[src/rtl/perceptron_trainer_if.sv]
// Sample stream and neuron-side bus of the perceptron trainer.
// slave = trainer side, master = sample source / neuron side.
interface perceptron_trainer_if;
  logic        s_valid;
  logic        s_ready;
  logic [15:0] s_x1;
  logic [15:0] s_x2;
  logic        s_target;
  logic [15:0] p_in1;
  logic [15:0] p_in2;
  logic        p_result;
  logic [15:0] p_weight1;
  logic [15:0] p_weight2;
  logic [15:0] p_weight1_new;
  logic [15:0] p_weight2_new;
  logic        p_weight1_ld;
  logic        p_weight2_ld;

  modport slave (
    input  s_valid, s_x1, s_x2, s_target, p_result, p_weight1, p_weight2,
    output s_ready, p_in1, p_in2, p_weight1_new, p_weight2_new,
           p_weight1_ld, p_weight2_ld
  );

  modport master (
    output s_valid, s_x1, s_x2, s_target, p_result, p_weight1, p_weight2,
    input  s_ready, p_in1, p_in2, p_weight1_new, p_weight2_new,
           p_weight1_ld, p_weight2_ld
  );
endinterface

[src/rtl/perceptron_trainer.sv]
// Online perceptron-rule trainer for a two-input Q4.12 neuron: streams samples
// in, compares the neuron's decision to the label and loads corrected weights.
module perceptron_trainer #(
  parameter logic signed [15:0] LR         = 16'sh0400,
  parameter int                 MAX_EPOCHS = 16
) (
  input  logic                       clk,
  input  logic                       rst,
  input  logic                       start,
  input  logic [7:0]                 num_samples,
  perceptron_trainer_if.slave        bus,
  output logic                       busy,
  output logic                       done,
  output logic                       converged,
  output logic [7:0]                 epoch_count,
  output logic [7:0]                 error_count
);

  typedef enum logic [2:0] {IDLE, FETCH, EVAL, UPDATE, COUNT, DONE} state_t;

  localparam logic signed [31:0] LR_EXT     = 32'(LR);
  localparam logic [8:0]         MAX_EP_LIM = 9'(MAX_EPOCHS);

  state_t      state_reg, state_next;
  logic [7:0]  num_reg, num_next;
  logic [7:0]  cnt_reg, cnt_next;
  logic [7:0]  epoch_reg, epoch_next;
  logic [7:0]  errc_reg, errc_next;
  logic [15:0] in1_reg, in1_next;
  logic [15:0] in2_reg, in2_next;
  logic        target_reg, target_next;
  logic        busy_reg, busy_next;
  logic        done_reg, done_next;
  logic        conv_reg, conv_next;

  logic        upd;
  logic [15:0] lane_x   [2];
  logic [15:0] lane_w   [2];
  logic [15:0] lane_new [2];

  assign lane_x[0] = in1_reg;
  assign lane_x[1] = in2_reg;
  assign lane_w[0] = bus.p_weight1;
  assign lane_w[1] = bus.p_weight2;

  // In UPDATE the error is nonzero, so its sign is simply the stored target.
  for (genvar gi = 0; gi < 2; gi++) begin : g_lane
    logic signed [31:0] x_ext;
    logic [15:0]        delta;
    assign x_ext         = {{16{lane_x[gi][15]}}, lane_x[gi]};
    assign delta         = 16'((LR_EXT * x_ext) >>> 12);
    assign lane_new[gi]  = target_reg ? (lane_w[gi] + delta) : (lane_w[gi] - delta);
  end

  assign upd               = (state_reg == UPDATE);
  assign bus.s_ready       = (state_reg == FETCH);
  assign bus.p_in1         = in1_reg;
  assign bus.p_in2         = in2_reg;
  assign bus.p_weight1_new = upd ? lane_new[0] : 16'd0;
  assign bus.p_weight2_new = upd ? lane_new[1] : 16'd0;
  // A reset landing on the UPDATE cycle must not commit the weight load.
  assign bus.p_weight1_ld  = upd && !rst;
  assign bus.p_weight2_ld  = upd && !rst;
  assign busy              = busy_reg;
  assign done              = done_reg;
  assign converged         = conv_reg;
  assign epoch_count       = epoch_reg;
  assign error_count       = errc_reg;

  always_ff @(posedge clk) begin
    if (rst) begin
      state_reg  <= IDLE;
      num_reg    <= '0;
      cnt_reg    <= '0;
      epoch_reg  <= '0;
      errc_reg   <= '0;
      in1_reg    <= '0;
      in2_reg    <= '0;
      target_reg <= 1'b0;
      busy_reg   <= 1'b0;
      done_reg   <= 1'b0;
      conv_reg   <= 1'b0;
    end else begin
      state_reg  <= state_next;
      num_reg    <= num_next;
      cnt_reg    <= cnt_next;
      epoch_reg  <= epoch_next;
      errc_reg   <= errc_next;
      in1_reg    <= in1_next;
      in2_reg    <= in2_next;
      target_reg <= target_next;
      busy_reg   <= busy_next;
      done_reg   <= done_next;
      conv_reg   <= conv_next;
    end
  end

  always_comb begin
    state_next  = state_reg;
    num_next    = num_reg;
    cnt_next    = cnt_reg;
    epoch_next  = epoch_reg;
    errc_next   = errc_reg;
    in1_next    = in1_reg;
    in2_next    = in2_reg;
    target_next = target_reg;
    busy_next   = busy_reg;
    done_next   = done_reg;
    conv_next   = conv_reg;

    case (state_reg)
      IDLE, DONE: begin
        if (start && (num_samples != 8'd0)) begin
          state_next = FETCH;
          num_next   = num_samples;
          cnt_next   = '0;
          epoch_next = '0;
          errc_next  = '0;
          done_next  = 1'b0;
          conv_next  = 1'b0;
          busy_next  = 1'b1;
        end
      end
      FETCH: begin
        if (bus.s_valid) begin
          in1_next    = bus.s_x1;
          in2_next    = bus.s_x2;
          target_next = bus.s_target;
          state_next  = EVAL;
        end
      end
      EVAL: begin
        state_next = (target_reg != bus.p_result) ? UPDATE : COUNT;
      end
      UPDATE: begin
        if (errc_reg != 8'hFF) begin
          errc_next = errc_reg + 8'd1;
        end
        state_next = COUNT;
      end
      COUNT: begin
        if (cnt_reg < (num_reg - 8'd1)) begin
          cnt_next   = cnt_reg + 8'd1;
          state_next = FETCH;
        end else begin
          epoch_next = epoch_reg + 8'd1;
          if (errc_reg == 8'd0) begin
            state_next = DONE;
            conv_next  = 1'b1;
            done_next  = 1'b1;
            busy_next  = 1'b0;
          end else if (({1'b0, epoch_reg} + 9'd1) == MAX_EP_LIM) begin
            state_next = DONE;
            conv_next  = 1'b0;
            done_next  = 1'b1;
            busy_next  = 1'b0;
          end else begin
            cnt_next   = '0;
            errc_next  = '0;
            state_next = FETCH;
          end
        end
      end
      default: state_next = IDLE;
    endcase
  end

endmodule

[src/flat_wrapper.sv]
// flat-port wrapper written by rule: the top's interface ports become plain ports
module perceptron_trainer_flat 
#(
  parameter logic signed [15:0] LR         = 16'sh0400,
  parameter int                 MAX_EPOCHS = 16
)
  (clk, rst, start, num_samples, busy, done, converged, epoch_count, error_count, bus_s_valid, bus_s_x1, bus_s_x2, bus_s_target, bus_p_result, bus_p_weight1, bus_p_weight2, bus_s_ready, bus_p_in1, bus_p_in2, bus_p_weight1_new, bus_p_weight2_new, bus_p_weight1_ld, bus_p_weight2_ld);
  perceptron_trainer_if bus_i ();
  input  logic clk;
  input  logic rst;
  input  logic start;
  input  logic [7:0] num_samples;
  output logic busy;
  output logic done;
  output logic converged;
  output logic [7:0] epoch_count;
  output logic [7:0] error_count;
  input wire logic [$bits(bus_i.s_valid)-1:0] bus_s_valid;
  input wire logic [$bits(bus_i.s_x1)-1:0] bus_s_x1;
  input wire logic [$bits(bus_i.s_x2)-1:0] bus_s_x2;
  input wire logic [$bits(bus_i.s_target)-1:0] bus_s_target;
  input wire logic [$bits(bus_i.p_result)-1:0] bus_p_result;
  input wire logic [$bits(bus_i.p_weight1)-1:0] bus_p_weight1;
  input wire logic [$bits(bus_i.p_weight2)-1:0] bus_p_weight2;
  output wire logic [$bits(bus_i.s_ready)-1:0] bus_s_ready;
  output wire logic [$bits(bus_i.p_in1)-1:0] bus_p_in1;
  output wire logic [$bits(bus_i.p_in2)-1:0] bus_p_in2;
  output wire logic [$bits(bus_i.p_weight1_new)-1:0] bus_p_weight1_new;
  output wire logic [$bits(bus_i.p_weight2_new)-1:0] bus_p_weight2_new;
  output wire logic [$bits(bus_i.p_weight1_ld)-1:0] bus_p_weight1_ld;
  output wire logic [$bits(bus_i.p_weight2_ld)-1:0] bus_p_weight2_ld;
  assign bus_i.s_valid = bus_s_valid;
  assign bus_i.s_x1 = bus_s_x1;
  assign bus_i.s_x2 = bus_s_x2;
  assign bus_i.s_target = bus_s_target;
  assign bus_i.p_result = bus_p_result;
  assign bus_i.p_weight1 = bus_p_weight1;
  assign bus_i.p_weight2 = bus_p_weight2;
  assign bus_s_ready = bus_i.s_ready;
  assign bus_p_in1 = bus_i.p_in1;
  assign bus_p_in2 = bus_i.p_in2;
  assign bus_p_weight1_new = bus_i.p_weight1_new;
  assign bus_p_weight2_new = bus_i.p_weight2_new;
  assign bus_p_weight1_ld = bus_i.p_weight1_ld;
  assign bus_p_weight2_ld = bus_i.p_weight2_ld;
  perceptron_trainer #(.LR(LR), .MAX_EPOCHS(MAX_EPOCHS)) u_core (.clk(clk), .rst(rst), .start(start), .num_samples(num_samples), .bus(bus_i), .busy(busy), .done(done), .converged(converged), .epoch_count(epoch_count), .error_count(error_count));
endmodule
[config.mk]
export PLATFORM = sky130hd
export DESIGN_NAME = perceptron_trainer_flat
export DESIGN_NICKNAME = d
export VERILOG_FILES = /design/src/rtl/perceptron_trainer_if.sv /design/src/rtl/perceptron_trainer.sv /design/src/flat_wrapper.sv
export SDC_FILE = /design/constraint.sdc
export NUM_CORES = 1
export LEC_CHECK = 0
export CELL_PAD_IN_SITES_DETAIL_PLACEMENT = 2
export CELL_PAD_IN_SITES_GLOBAL_PLACEMENT = 2
export CORE_MARGIN = 1.5
export CORE_UTILIZATION = 26
export CTS_CLUSTER_DIAMETER = 100
export DETAILED_ROUTE_END_ITERATION = 12
export GPL_TIMING_DRIVEN = 1
export PLACE_DENSITY = 0.79
export SKIP_LAST_GASP = 1
export SYNTH_ARGS = -nofsm -noshare
export SYNTH_HDL_FRONTEND = slang
export SYNTH_SLANG_ARGS = --single-unit
export TNS_END_PERCENT = 50
[constraint.sdc]
create_clock -name clk -period 4.2 [get_ports clk]
set_input_delay 0.84 -clock clk [delete_from_list [all_inputs] [get_ports clk]]
set_output_delay 0.84 -clock clk [all_outputs]
set_load 0.05 [all_outputs]
==> summary.md <==
| Metric | Value |
|---|---|
| Pleak | 3.234 nW |
| Final Hold Violating Endpoints | 0 |
| Clock tree root driver cell | clkbuf_16 |
| Synth Register Bits | 71 |
| Die W | 147.4 um |
| Fillers | 2257 |
| Post-synth top cells | nand2_1, a21oi_1, nor2_1 |
| Footprint of the multi-input gates | 4063 um^2 |
| Post-place setup slack | -0.1141 ns |
| Area after DPL | 7641 um^2 |
| CTS H-tree depth | 3 |
| CP max FO | 3 |
| Final GP Congestion | 0.8331 |
| Placeable Area | 20360 um^2 |
| Post-synth top area cell | dfxtp_1 |
| Critical Path Source | bus_p_weight1[0] |
| Worst hold path class | register to register |
| CP Launch Type | primary input |
| Maximum clock path buffer count | 2 |
| Hold_sp | u_core.bus.p_in2[1] |
| Distinct cells, synth | 62 |
| PD cells | 353.1 nW/um^2 |
| Syn nets | 857 |
| CP endpoint kind | primary output |
| GRT Total Usage | 19.01% |
| Design Power | 2.973 mW |
| Die ar. | 21730 um^2 |
| Worst-path cell chain | clkdlybuf4s50_1, ha_1, inv_1, fa_1, nor2b_2, o2111ai_2, a31oi_2, a41oi_2, a31oi_1, xnor2_1, nor2_1, buf_12 |
| Worst r2r src | u_core.num_reg[2] |
| Period Utilization, post-route | 102.7% |
| Fin Clk Skew | 0.005395 ns |
| Row cnt | 52 |
| Die H | 147.4 um |
| Worst Path Buf+Inv | 3 |
| Unrepaired setup endpoints after global routing | true |
| Max Transition Viols Final | 0 |
| IO buf count | 163 |
| Final setup fails | 3 |
| Total gr overflow | 0 |
| CP arrival | 3.47 ns |
| Largest net degree at the start of global routing | 63 |
| Async SR Flop Fraction | 0% |
| Syn avg cell area | 7.408 um^2 |
| Slew @ Worst Pin | 0.7900 ns |
| Worst Path Required | 3.36 ns |
| Post-Syn Instances | 732 |
| FMAX | 0.2319 GHz |
| Nets@finish | 1035 |
| DP HPWL | 16.30 mm |
| Mapped Area | 5423 um^2 |
| Kind of critical path | primary input to primary output |
| P&R area growth vs syn | 55.26% |
| Final Instance Area | 8419 um^2 |
| Yosys top cell area share | 26.21% |
| Clock slew at reported path FFs | 0.06 ns |
| CTS tree | yes |
| I/O pins | 164 |
| DRT Pass-1 Iters | 4 |
| Number of max-cap violations | 0 |
| PnR worst setup slack | -0.1128 ns |
| CTS Hold Buffers Added | 0 |
| Slowest stage cell, crit path | clkdlybuf4s50_1 |
| Worst VDD drop | 0.0001423 V |
| Min Tclk post-route | 4.313 ns |
| Failing checks | negative setup slack |
| Vias per cell | 5.041 |
| Starting Density | 26.63% |
| Most used DFF post-synth | dfxtp_1 |
| Clock Sinks | 71 |
| DR WL/cell | 18.57 um |
| Area contributors post-synth | dfxtp_1, ha_1, a21oi_1 |
| First-pass GRT wire length | 33.35 mm |
| Initial antenna violation count | 0 |
| Drt drc | 0 |
| Number of CTS-inserted buffers | 9 |
| Seq/Total Area, Yosys | 26.21% |
| Most frequent cell after synthesis | nand2_1 |
| EDFF count, synth | 0 |
| Vias | 5979 |
| Setup TNS | -0.1814 ns |
| Worst path top cell family by delay | compound AO/OA/AOI/OAI gates |
| Synth warn | 0 |
| Drt total wl | 22.02 mm |
| Number of global-route vias before repair | 6158 |
| Share of cells above drive strength 1 | 17.49% |
| Register Area | 1438 um^2 |
| Post-route ant nets | 0 |
| Slew HR | 47.33% |
| CP peak stage delay | 0.46 ns |
| Worst skew pair latency | 0.33 ns |
| DR iter-0 viols | 208 |
| Outcome | finished with violations |
[cells in the final DEF (no fill, tap or decap), types with 5 or more instances in the layout]
| cell | n |
|---|---|
| o21ai_1 | 5 |
| nand3_1 | 15 |
| nor3_1 | 25 |
| nor2_2 | 7 |
| o21ai_0 | 16 |
| ha_2 | 6 |
| nor2_1 | 78 |
| nand2b_1 | 6 |
| mux2i_1 | 6 |
| buf_4 | 38 |
| nand2_1 | 115 |
| dfxtp_1 | 66 |
| or3_1 | 9 |
| nand3b_1 | 5 |
| nor2b_1 | 5 |
| xnor2_1 | 25 |
| ha_1 | 36 |
| clkbuf_16 | 9 |
| and2_1 | 5 |
| buf_12 | 25 |
| o21a_1 | 14 |
| xor2_1 | 29 |
| clkdlybuf4s50_1 | 133 |
| a21oi_2 | 8 |
| a21o_1 | 11 |
| a21oi_1 | 86 |
| inv_1 | 20 |
[worst paths after layout]
kind | slack, ns | cells past startpoint | end
worst min register to register | 0.46 | 2 | u_core.bus.p_in2[1]
worst min-delay path | 0.46 | 2 | u_core.bus.p_in2[1]
worst max-delay path | -0.11 | 12 | bus_p_weight1_new[14]
worst max register to register | 0.67 | 11 | u_core.error_count[5]
[repair_timing]
| action | CTS | global route |
|---|---|---|
| setup buffers | 5 | 11 |
| gates resized for setup | 32 | 52 |
| pin swaps | 13 | 26 |
| endpoints found under the setup margin | 10 | 14 |
[where the power goes]
part / internal (mW) / total, mW / switching (mW)
registers: 0.696 / 0.733 / 0.0369
clock network: 0.594 / 0.891 / 0.296
logic: 0.608 / 1.35 / 0.741
total: 1.90 / 2.97 / 1.07
[stage by stage]
stage / cells / hold WS, ns / util, %
5_1_grt: 1185 / 0.4855 / 41.33
4_1_cts: 1174 / 0.4615 / 39.97
2_1_floorplan: 732 / 0.4488 / -
3_3_place_gp: 1153 / 0.4436 / 37.52
3_5_place_dp: 1153 / 0.4528 / 37.52
6_report: 1186 / 0.4583 / 41.34
[worst register-to-register path: stages (launching register included)]
cell,delay (ns)
dfxtp_1,0.35
or4_1,0.56
nor4_1,0.30
xnor2_1,0.11
ha_1,0.33
nand3_1,0.12
o211a_1,0.27
a21oi_1,0.44
nor3_1,0.16
a21o_1,0.30
or3_1,0.39
a21oi_1,0.14
[layer usage]
layer,routed length (um),part of all wire (%),vias to the layer above,global-route usage [%]
li1,-,-,2915,-
met1,9764,44,2940,24.34
met2,11480,52,110,34.48
met3,589,2.7,14,2.469
met4,184,0.84,0,3.000
met5,0,0,-,0
[kinds of logic (layout without fill, tap and decap cells)]
family / after synthesis / after routing / synth area share (%)
AO/OA/AOI/OAI: 184 / 184 / 21.25
flip-flops: 71 / 71 / 26.21
XOR/XNOR: 56 / 56 / 9.045
adder cells (fa/ha/maj): 47 / 47 / 11.12
other: 0 / 1 / 0
AND/OR/NAND/NOR: 309 / 309 / 26.21
buffers and inverters: 55 / 238 / 4.153
multiplexers: 10 / 10 / 2.007
[area by class of cell]
type | instances | share of cell area [%]
timing repair buffer | 198 | 25.35
clock buffer | 10 | 2.838
antenna | 1 | 0.02972
multi-input combinational | 606 | 48.25
inverter | 24 | 1.159
sequential | 71 | 17.08
tap | 270 | 4.012
clock inverter | 6 | 1.278
Note: power is estimated with default switching activity, not from simulation.
